==> config.mk <==
export PLATFORM = sky130hd
export DESIGN_NAME = sl_transmitter
export DESIGN_NICKNAME = d
export VERILOG_FILES = /design/src/rtl/sl_pkg.sv /design/src/rtl/sl_phase_timer.sv /design/src/rtl/sl_transmitter.sv
export SDC_FILE = /design/constraint.sdc
export NUM_CORES = 1
export LEC_CHECK = 0
export ABC_AREA = 0
export CORE_MARGIN = 3
export CORE_UTILIZATION = 34
export DETAILED_ROUTE_END_ITERATION = 8
export PLACE_DENSITY_LB_ADDON = 0.15
export SLEW_MARGIN = 20
export SYNTH_ARGS = -nofsm -noshare
export SYNTH_HDL_FRONTEND = slang
export SYNTH_SLANG_ARGS = --single-unit
export TNS_END_PERCENT = 5
==> constraint.sdc <==
create_clock -name clk -period 1.9 [get_ports clk]
set_input_delay 0.38 -clock clk [delete_from_list [all_inputs] [get_ports clk]]
set_output_delay 0.38 -clock clk [all_outputs]
set_load 0.05 [all_outputs]
==> src/rtl/sl_pkg.sv <==
// Shared definitions for the serial-line (SL) transmitter and receiver:
// FSM states, {sl1,sl0} symbol encodings and the odd-parity helper.
package sl_pkg;

    typedef enum logic [2:0] {
        SL_IDLE,
        SL_PULSE,
        SL_GAP,
        SL_STOP,
        SL_STOP_GAP
    } sl_tx_state_t;

    localparam logic [1:0] SL_SYM_IDLE = 2'b11;
    localparam logic [1:0] SL_SYM_ZERO = 2'b10;
    localparam logic [1:0] SL_SYM_ONE  = 2'b01;
    localparam logic [1:0] SL_SYM_STOP = 2'b00;

    // Callers zero-extend narrower words; the extra zeros do not change parity.
    localparam int SL_PARITY_MAX_W = 64;

    function automatic logic sl_odd_parity(input logic [SL_PARITY_MAX_W-1:0] data);
        return ~^data;
    endfunction

    function automatic logic [1:0] sl_bit_symbol(input logic b);
        return b ? SL_SYM_ONE : SL_SYM_ZERO;
    endfunction

endpackage

==> src/rtl/sl_phase_timer.sv <==
// Loadable down-counter that times pulse and gap phases; done is high
// while the count sits at zero.
module sl_phase_timer #(
    parameter int W = 2
) (
    input  logic         clk,
    input  logic         rst_n,
    input  logic         i_load,
    input  logic [W-1:0] i_load_val,
    output logic         o_done
);

    logic [W-1:0] r_count;

    always_ff @(posedge clk or negedge rst_n) begin
        if (!rst_n) begin
            r_count <= '0;
        end else if (i_load) begin
            r_count <= i_load_val;
        end else if (r_count != '0) begin
            r_count <= r_count - 1'b1;
        end
    end

    assign o_done = (r_count == '0);

endmodule

==> src/rtl/sl_transmitter.sv <==
// SL transmitter: pops words from a FWFT FIFO and sends them LSB first as
// low pulses on sl0/sl1, followed by an odd-parity bit and a stop symbol.
module sl_transmitter
    import sl_pkg::*;
#(
    parameter int DATA_SIZE = 8,
    parameter int PULSE_LEN = 4,
    parameter int GAP_LEN   = 4
) (
    input  logic                 clk,
    input  logic                 rst_n,
    input  logic                 enable,
    input  logic [DATA_SIZE-1:0] fifo_data,
    input  logic                 fifo_empty,
    output logic                 fifo_inc,
    output logic                 sl0,
    output logic                 sl1,
    output logic                 busy
);

    localparam int PH_MAX = (PULSE_LEN > GAP_LEN) ? PULSE_LEN : GAP_LEN;
    localparam int PH_W   = (PH_MAX > 1) ? $clog2(PH_MAX) : 1;
    localparam int BC_W   = $clog2(DATA_SIZE + 1);

    localparam logic [PH_W-1:0] PULSE_RELOAD = PH_W'(PULSE_LEN - 1);
    localparam logic [PH_W-1:0] GAP_RELOAD   = PH_W'(GAP_LEN - 1);

    sl_tx_state_t           r_state;
    logic [DATA_SIZE-1:0]   r_pend;
    logic                   r_parity;
    logic [BC_W-1:0]        r_bitcnt;
    logic [1:0]             r_lines;
    logic                   r_busy;

    logic                   w_start;
    logic                   w_load;
    logic [PH_W-1:0]        w_load_val;
    logic                   w_done;
    logic                   w_next_bit;

    // r_pend holds only the bits not yet put on the line, so bit 0 is always
    // the next data bit; the first bit goes straight from fifo_data[0].
    always_comb begin
        w_start    = (r_state == SL_IDLE) && enable && !fifo_empty;
        w_load     = (r_state == SL_IDLE) || w_done;
        w_next_bit = (r_bitcnt == BC_W'(DATA_SIZE - 1)) ? r_parity : r_pend[0];
        case (r_state)
            SL_PULSE, SL_STOP: w_load_val = GAP_RELOAD;
            default:           w_load_val = PULSE_RELOAD;
        endcase
    end

    sl_phase_timer #(
        .W (PH_W)
    ) u_phase_timer (
        .clk        (clk),
        .rst_n      (rst_n),
        .i_load     (w_load),
        .i_load_val (w_load_val),
        .o_done     (w_done)
    );

    always_ff @(posedge clk or negedge rst_n) begin
        if (!rst_n) begin
            r_state  <= SL_IDLE;
            r_pend   <= '0;
            r_parity <= 1'b0;
            r_bitcnt <= '0;
            r_lines  <= SL_SYM_IDLE;
            r_busy   <= 1'b0;
        end else begin
            case (r_state)
                SL_IDLE: begin
                    r_lines <= SL_SYM_IDLE;
                    r_busy  <= 1'b0;
                    if (w_start) begin
                        r_state  <= SL_PULSE;
                        r_pend   <= fifo_data >> 1;
                        r_parity <= sl_odd_parity(SL_PARITY_MAX_W'(fifo_data));
                        r_bitcnt <= '0;
                        r_lines  <= sl_bit_symbol(fifo_data[0]);
                        r_busy   <= 1'b1;
                    end
                end
                SL_PULSE: begin
                    if (w_done) begin
                        r_state <= SL_GAP;
                        r_lines <= SL_SYM_IDLE;
                    end
                end
                SL_GAP: begin
                    if (w_done) begin
                        if (r_bitcnt < BC_W'(DATA_SIZE)) begin
                            r_state  <= SL_PULSE;
                            r_pend   <= r_pend >> 1;
                            r_bitcnt <= r_bitcnt + 1'b1;
                            r_lines  <= sl_bit_symbol(w_next_bit);
                        end else begin
                            r_state <= SL_STOP;
                            r_lines <= SL_SYM_STOP;
                        end
                    end
                end
                SL_STOP: begin
                    if (w_done) begin
                        r_state <= SL_STOP_GAP;
                        r_lines <= SL_SYM_IDLE;
                    end
                end
                SL_STOP_GAP: begin
                    if (w_done) begin
                        r_state <= SL_IDLE;
                        r_busy  <= 1'b0;
                    end
                end
                default: begin
                    r_state <= SL_IDLE;
                    r_lines <= SL_SYM_IDLE;
                    r_busy  <= 1'b0;
                end
            endcase
        end
    end

    // Gated by rst_n so no word is popped while the FSM is held in reset.
    assign fifo_inc = w_start && rst_n;
    assign sl0      = r_lines[0];
    assign sl1      = r_lines[1];
    assign busy     = r_busy;

endmodule

==> flow_summary_export.csv <==
group,metric,value,unit
status,status,"finished clean",
global_route,gr-total-overflow,0,
yosys,netlist_area,1100,sq um
global_route,first_global_vias,848,
final_layout,fin_util,43.5,%
yosys,synth_cells,115,
final_layout,final_layout_size_suffix_gt1_share,18.2,%
critical_path,worstPathArrival,1.45,ns
pwr,p_per_area,1400,nW/um^2
floorplan,rows,20,
final_layout,fill_cells,332,
critical_path,r2r_slack,0.21,ns
yosys,synthAdderAreaFrac,2.27,%
timing,fin_crit_sh,96.4,%
yosys,synth.mux.area_fraction,2.95,%
pwr,leakage,0.573,nW
clocking,cts_buffers,3,
clocking,cts_sinks,20,
clocking,clk_pin_slew,0.13,ns
floorplan,ios,16,
critical_path,cp.required,1.52,ns
clocking,cts_buffer_depth,2,
floorplan,dieWidth,62.9,um
final_layout,fin_area,1340,sq um
yosys,synth-seq-cells,20,
routing,antenna_left,0,
pwr,peakVddDrop,0.472,mV
timing,relSlewSlack,66.3,%
routing,avgViaCountPerCell,4.65,
final_layout,nNetsFinal,147,
final_layout,register_area,507,sq um
floorplan,fp.dieArea,3960,sq um
timing,timing.final.ws_setup,0.0683,ns
hold_path,min-delay-path-class,"reg2reg",
global_route,grt_max_degree,21,
clocking,insertion_delay,0.30,ns
yosys,syn_avg_cell_area,9.57,sq um
critical_path,cp-start-kind,"flip-flop",
timing,max_slew.worst_pin.slew,0.505,ns
critical_path,critPathSlowestCell,"clkdlybuf4s50_1",
routing,drc,0,
global_route,antenna_found_initial,0,
clocking,clock-root-buffer,"clkbuf_4",
critical_path,path_class,"reg2out",
critical_path,cp_num_buf_inv,1,
routing,firstDrtPassIters,6,
run,drv_cap,0,
floorplan,initial_core_util,35.8,%
timing,period_needed,1.83,ns
timing,rsz0062_at_grt,"false",
placement,dp_slack,-0.0281,ns
yosys,synth_seq_area_share,45.7,%
clocking,cts_tree,"yes",
final_layout,multi_input_area,532,sq um
timing,max_freq,546,MHz
yosys,yosysWarnings,0,
timing,slew_viol_final,0,
placement,port_buffers,15,
timing,finalSetupViolCount,0,
yosys,synth_nets,129,
global_route,grt.total_usage,11.9,%
yosys,synth_compound_area_share,16.9,%
critical_path,cp_max_fo,2,
yosys,synth_simple_gate_area_share,19.8,%
routing,vias,819,
timing,fin_hold_ws,0.437,ns
final_layout,syn2layout_area_growth,21.5,%
floorplan,die-height,62.9,um
routing,dr.first_iter.drc_count,40,
routing,routed_wl,2.14,mm
timing,skew,0.0142,ns
critical_path,end_kind,"output port",
clocking,ctsHoldBuffers,0,
yosys,synth-xor-area-share,5.57,%
timing,hold_violations,0,
placement,place.gp.congestion,0.699,
final_layout,final_cell_mix,"15 x nor2_1, 15 x dfrtp_1, 14 x nand2_1",
final_layout,diodes,0,
yosys,synth_top_family_by_area,"simple AND/OR/NAND/NOR gates",
placement,dp_hpwl,1.56,mm
critical_path,path_cells,"clkdlybuf4s50_1",
critical_path,cp_top_family,"buffers and inverters",
critical_path,max_stage_delay,0.80,ns
floorplan,core,3080,sq um
clocking,cts-htree-levels,1,
placement,placed_cell_area,1270,sq um
global_route,grt_pass1_wl,3.83,mm
routing,wire_per_inst,12.1,um
yosys,synthDistinctLibCells,32,
==> metrics by stage <==
step | setup TNS (ns) | std cells | total power, mW
2_1_floorplan | 0 | 115 | 1.42
3_3_place_gp | -0.00265 | 169 | 1.55
3_5_place_dp | -0.0281 | 169 | 1.57
4_1_cts | 0 | 173 | 1.85
5_1_grt | 0 | 176 | 2.04
6_report | 0 | 176 | 1.87
==> cell families (layout without fill, tap and decap cells) <==
kind of cell             Yosys count  count (layout)
AO/OA/AOI/OAI                     30              30
buffers and inverters             11              28
flip-flops                        20              20
XOR/XNOR                           7               7
AND/OR/NAND/NOR                   42              42
multiplexers                       3               3
adder cells (fa/ha/maj)            2               2
==> timing repair <==
item,4_1_cts,5_1_grt
gates resized for setup,3,2
gates cloned,0,0
setup endpoints to repair,1,1
setup buffers,0,3
==> registers in the layout, indices dropped and copies added (netlist names) <==
name and flops:
u_phase_timer.r_count 2, r_state 3, busy 1, r_bitcnt 4
r_parity 1, r_lines 2, r_pend 7
==> routing by layer <==
layer  GRT usage (%)  share of wire [%]  up-vias
met4            4.13               0.89        0
met2            19.6                 46       15
met5               0                  0        -
met3            2.70                4.8        2
met1            15.2                 48      373
li1                -                  -      429
==> power by group <==
| part | internal, mW | switching [mW] | leakage (nW) |
|---|---|---|---|
| registers | 0.627 | 0.180 | 0.243 |
| clock network | 0.117 | 0.136 | 0.0210 |
| logic | 0.377 | 0.432 | 0.309 |
| total | 1.12 | 0.747 | 0.573 |
==> layout make-up <==
cell class	count	area share [%]
Multi-Input combinational cell	84	39.8
Sequential cell	20	37.9
Timing Repair Buffer	20	14.4
Tap cell	44	4.12
Clock buffer	4	2.71
Inverter	4	1.12
==> cell usage after synthesis (all sizes together) <==
library cell | number | area, sq um
a2bb2oi | 1 | 8.76
nand2 | 14 | 52.6
nand2b | 3 | 18.8
ha | 2 | 25.0
a311oi | 1 | 8.76
clkbuf | 1 | 3.75
and2 | 2 | 12.5
inv | 4 | 15.0
dfrtp | 18 | 450
o21ai | 11 | 55.1
o31ai | 2 | 15.0
nor2 | 15 | 56.3
nor4b | 1 | 23.8
a21o | 1 | 7.51
a22oi | 1 | 12.5
dfstp | 2 | 52.6
and3 | 1 | 6.26
a41oi | 1 | 8.76
xnor2 | 7 | 61.3
buf | 6 | 56.3
o32a | 1 | 10.0
nor2b | 1 | 6.26
mux2i | 1 | 10.0
a211oi | 2 | 15.0
a21oi | 9 | 45.0
nor3 | 3 | 25.0
mux2 | 2 | 22.5
or3b | 1 | 8.76
nand3b | 1 | 7.51
==> path summary, 6_finish.rpt <==
path | start | to | cells past startpoint
min in group asynchronous | rst_n | u_phase_timer.r_count[1] | 2
max in group asynchronous | rst_n | r_lines[1] | 2
setup / recovery | busy | busy | 1
hold / removal | u_phase_timer.r_count[0] | u_phase_timer.r_count[0] | 1
hold reg to reg | u_phase_timer.r_count[0] | u_phase_timer.r_count[0] | 1
setup reg to reg | r_state[0] | r_pend[6] | 5
Power figures use the tool's default switching activity.
==> variant 1, RTL diff (config.mk and constraints unchanged) <==
The parameter `DATA_SIZE` goes from 8 to 32.
--- a/src/rtl/sl_transmitter.sv
+++ b/src/rtl/sl_transmitter.sv
@@ -5,3 +5,3 @@
 #(
-    parameter int DATA_SIZE = 8,
+    parameter int DATA_SIZE = 32,
     parameter int PULSE_LEN = 4,
Ports: changed (resized fifo_data); port bits go from 16 to 40. The function was not compared with the original's and may differ.
==> variant 1 against the unedited design <==
Cell area increased by 140%. Total power increased by 2.1%. Sequential cell count increased by 26. Wire length increased by 130%. Combinational power decreased by 61%. Worst hold slack got worse by 230 ps. Area after synthesis increased by 130%. Worst setup slack got worse by 13 ps. Highest routed layer unchanged. Sequential power increased by 21%. Critical path depth increased by 4. Register-to-register slack about the same.
==> variant 1: results (changes against the unedited design) <==
| Metric | Value |
|---|---|
| Post-synthesis compound-gate area fraction | `10.8% (-6.1 points)` |
| Clock group power | `0.613 mW (+140%)` |
| Syn nets | `279 (+120%)` |
| Status | `finished, final reports clean` |
| WHS | `206 ps (-231 ps)` |
| Xor/xnor cell area share of the yosys netlist | `12.0% (+6.4 points)` |
| Period utilization | `97.1% (+0.66 points)` |
| Dpl ws | `-239 ps (-211 ps)` |
| WL met1 | `2410 microns (+140%)` |
| GR Layer Usage met1 | `17.0% (+1.8 points)` |
| Met3 usage | `3.31% (+0.62 points)` |
| First-pass GRT wire length | `8550 microns (+120%)` |
| Pin count of the biggest net entering global routing | `47 (+120%)` |
| Clock skew | `8.78 ps (-5.44 ps)` |
| Wire per inst | `12.4 microns (+2.2%)` |
| Netlist cell types | `35 (+9.4%)` |
| WL final | `4940 microns (+130%)` |
| Drt pass-1 iters | `4 (-2)` |
| Grt met2 use | `20.2% (+0.58 points)` |
| Peak VDD IR | `0.233 mV (-51%)` |
| Seq/Total Area, Yosys | `46.5% (+0.81 points)` |
| Nets | `339 (+130%)` |
| Filler cell count in the final layout | `672 (+100%)` |
| Switching power | `0.483 mW (-35%)` |
| H-Tree Depth | `2 (+1)` |
| # port buffers | `39 (+24)` |
| Placed Cells | `387 (+130%)` |
| Non-clock buffer share | `19.8% (+5.4 points)` |
| Synth area leaders | `dfrtp_1 (44%), mux2i_1 (13%), xnor2_1 (11%)` |
| Worst R2R End | `r_pend[20]` |
| Resized Gates After CTS | `2 (-1)` |
[variant 1: cell types whose count changed in the layout (fill, tap and decap cells not counted), moves of 5 or more]
cell | unedited run | this run
a21oi_1 | 9 | 4
buf_4 | 7 | 28
clkdlybuf4s50_1 | 12 | 34
dfrtp_1 | 15 | 44
mux2i_1 | 1 | 32
nand2_1 | 14 | 36
nor2_1 | 15 | 7
o21ai_0 | 2 | 34
o21ai_1 | 9 | 0
xnor2_1 | 7 | 30
[variant 1: cells by family after synthesis]
| logic type | Yosys count |
|---|---|
| AND/OR/NAND/NOR | 60 |
| AO/OA/AOI/OAI | 47 |
| flip-flops | 46 |
| XOR/XNOR | 34 |
| multiplexers | 34 |
| buffers and inverters | 18 |
| adder cells (fa/ha/maj) | 2 |
[variant 1: critical path, stage by stage (launching register included)]
cell     delay, ps
dfrtp_1        400
buf_6          140
nor3_4         170
buf_4          130
and3_4         190
buf_12         130
==> variant 2, RTL diff (same flow settings) <==
Made on the original files. Reset style: synchronous (`rst_n`), changed in 2 clocked blocks.
--- a/src/rtl/sl_phase_timer.sv
+++ b/src/rtl/sl_phase_timer.sv
@@ -14,3 +14,3 @@
 
-    always_ff @(posedge clk or negedge rst_n) begin
+    always_ff @(posedge clk) begin
         if (!rst_n) begin
--- a/src/rtl/sl_transmitter.sv
+++ b/src/rtl/sl_transmitter.sv
@@ -62,3 +62,3 @@
 
-    always_ff @(posedge clk or negedge rst_n) begin
+    always_ff @(posedge clk) begin
         if (!rst_n) begin
Function: differs if rst_n is asserted again (counterexample within 4 cycles, from zero or initial values and one cycle with rst_n low); with rst_n held inactive, the same outputs for 10 cycles.
==> variant 2 against the unedited design <==
Worst setup slack worse by 3.3 ps. Count of clock-buffer cells in the layout is the same. Cell area down 2.2%. Sequential share of layout area is 7.3 points lower. Sequential cell count unchanged. Area after synthesis shrank 3.0%. Die area fell by 2.7%. Wire length is 1.2% lower.
Power is not compared: it rests on default switching activity, and its combinational part moved more than twofold at a synthesized area within 25%.
==> variant 2: results (changes against the unedited design) <==
| Metric | Value |
|---|---|
| Dpl ws | `31.3 ps (+59.4 ps)` |
| Drt pass-1 iters | `4 (-2)` |
| Async set-or-reset flop fraction in the synthesized netlist | `0% (-100 points)` |
| Total track usage | `12.2% (+0.30 points)` |
| Number of global-route vias before repair | `773 (-8.8%)` |
| Met3 usage | `3.72% (+1.0 points)` |
| Pin count of the biggest net entering global routing | `15 (-29%)` |
| WL final | `2110 microns (-1.2%)` |
| Detailed Place HPWL | `1650 microns (+6.2%)` |
| Seq/Total Area, Yosys | `37.5% (-8.2 points)` |
| Status | `finished, final reports clean` |
| Crit path max fanout | `3 (+1)` |
| Syn nets | `132 (+2.3%)` |
| CP max stage delay | `460 ps (-340 ps)` |
| Nets | `149 (+1.4%)` |
| Synth area leaders | `dfxtp_1 (37%), mux2i_1 (6.6%), xnor2_1 (5.7%)` |
| GR Layer Usage met1 | `15.4% (+0.18 points)` |
| Final GP Congestion | `0.773 (+11%)` |
| Resized Gates After CTS | `0 (-3)` |
| Netlist cell types | `35 (+9.4%)` |
| Drt first-iter violations | `30 (-25%)` |
| Fraction of layout cells with a size suffix above 1 | `10.4% (-7.7 points)` |
| Via density | `4.86 (+4.4%)` |
| Wire per inst | `12.0 microns (-1.2%)` |
| Synth cell count leaders | `dfxtp_1 (20), nand2_1 (11), nor2_1 (11), mux2i_1 (7), xnor2_1 (7)` |
| Cells after synthesis | `118 (+2.6%)` |
| Clock skew | `4.82 ps (-9.40 ps)` |
-- variant 2: cell types whose count changed after synthesis, moves of 4 or more --
cell     delta
mux2i_1     +6
o21ai_1     -9
nand3_1     +4
dfrtp_1    -18
o211a_1     +6
dfxtp_1    +20
a21oi_1     -6
nor2_1      -4
-- variant 2: kinds of logic (layout without fill, tap and decap cells) --
group / count (synthesis) / in the layout / share of synthesized area (%)
and+or+nand+nor: 45 / 45 / 21.8
adders and majority gates: 2 / 2 / 2.34
DFF: 20 / 20 / 37.5
muxes: 7 / 7 / 6.56
AOI/OAI and AO/OA: 24 / 24 / 18.4
buffers and inverters: 11 / 27 / 6.09
xor gates and xnor gates: 9 / 9 / 7.38
-- variant 2: worst paths after layout --
check / end / cells past startpoint / slack, ps / start
setup / recovery: fifo_inc / 4 / 60 / enable
hold / removal: u_phase_timer.r_count[0] / 1 / 460 / u_phase_timer.r_count[0]
setup reg to reg: r_pend[6] / 4 / 290 / r_state[1]
hold reg to reg: u_phase_timer.r_count[0] / 1 / 460 / u_phase_timer.r_count[0]
-- variant 2: cell type report --
class,count,area (sq um),area share [%]
clock buffers,4,36.3,2.78
inverters,3,11.3,0.861
multi-input cells,87,609,46.6
flip-flops and latches,20,400,30.6
well taps,42,52.6,4.02
repair buffers,20,198,15.1
-- variant 2: metrics by stage --
step / total power, mW / cell area (sq um)
floorplan: 0.620 / 1070
global placement: 0.680 / 1260
detailed placement: 0.684 / 1260
CTS: 0.933 / 1300
global route: 0.975 / 1310
finish: 0.924 / 1310
-- variant 2: layer usage --
layer  vias up  wire length [microns]
met3         2                    100
met2        25                    947
met4         0                     20
li1        446                      -
met1       382                   1040
met5         -                      0
-- variant 2: power breakdown --
group          switching [mW]  total [mW]  internal (mW)
sequential             0.0217       0.469          0.447
clock                   0.131       0.247          0.117
combinational           0.105       0.208          0.103
total                   0.257       0.924          0.667
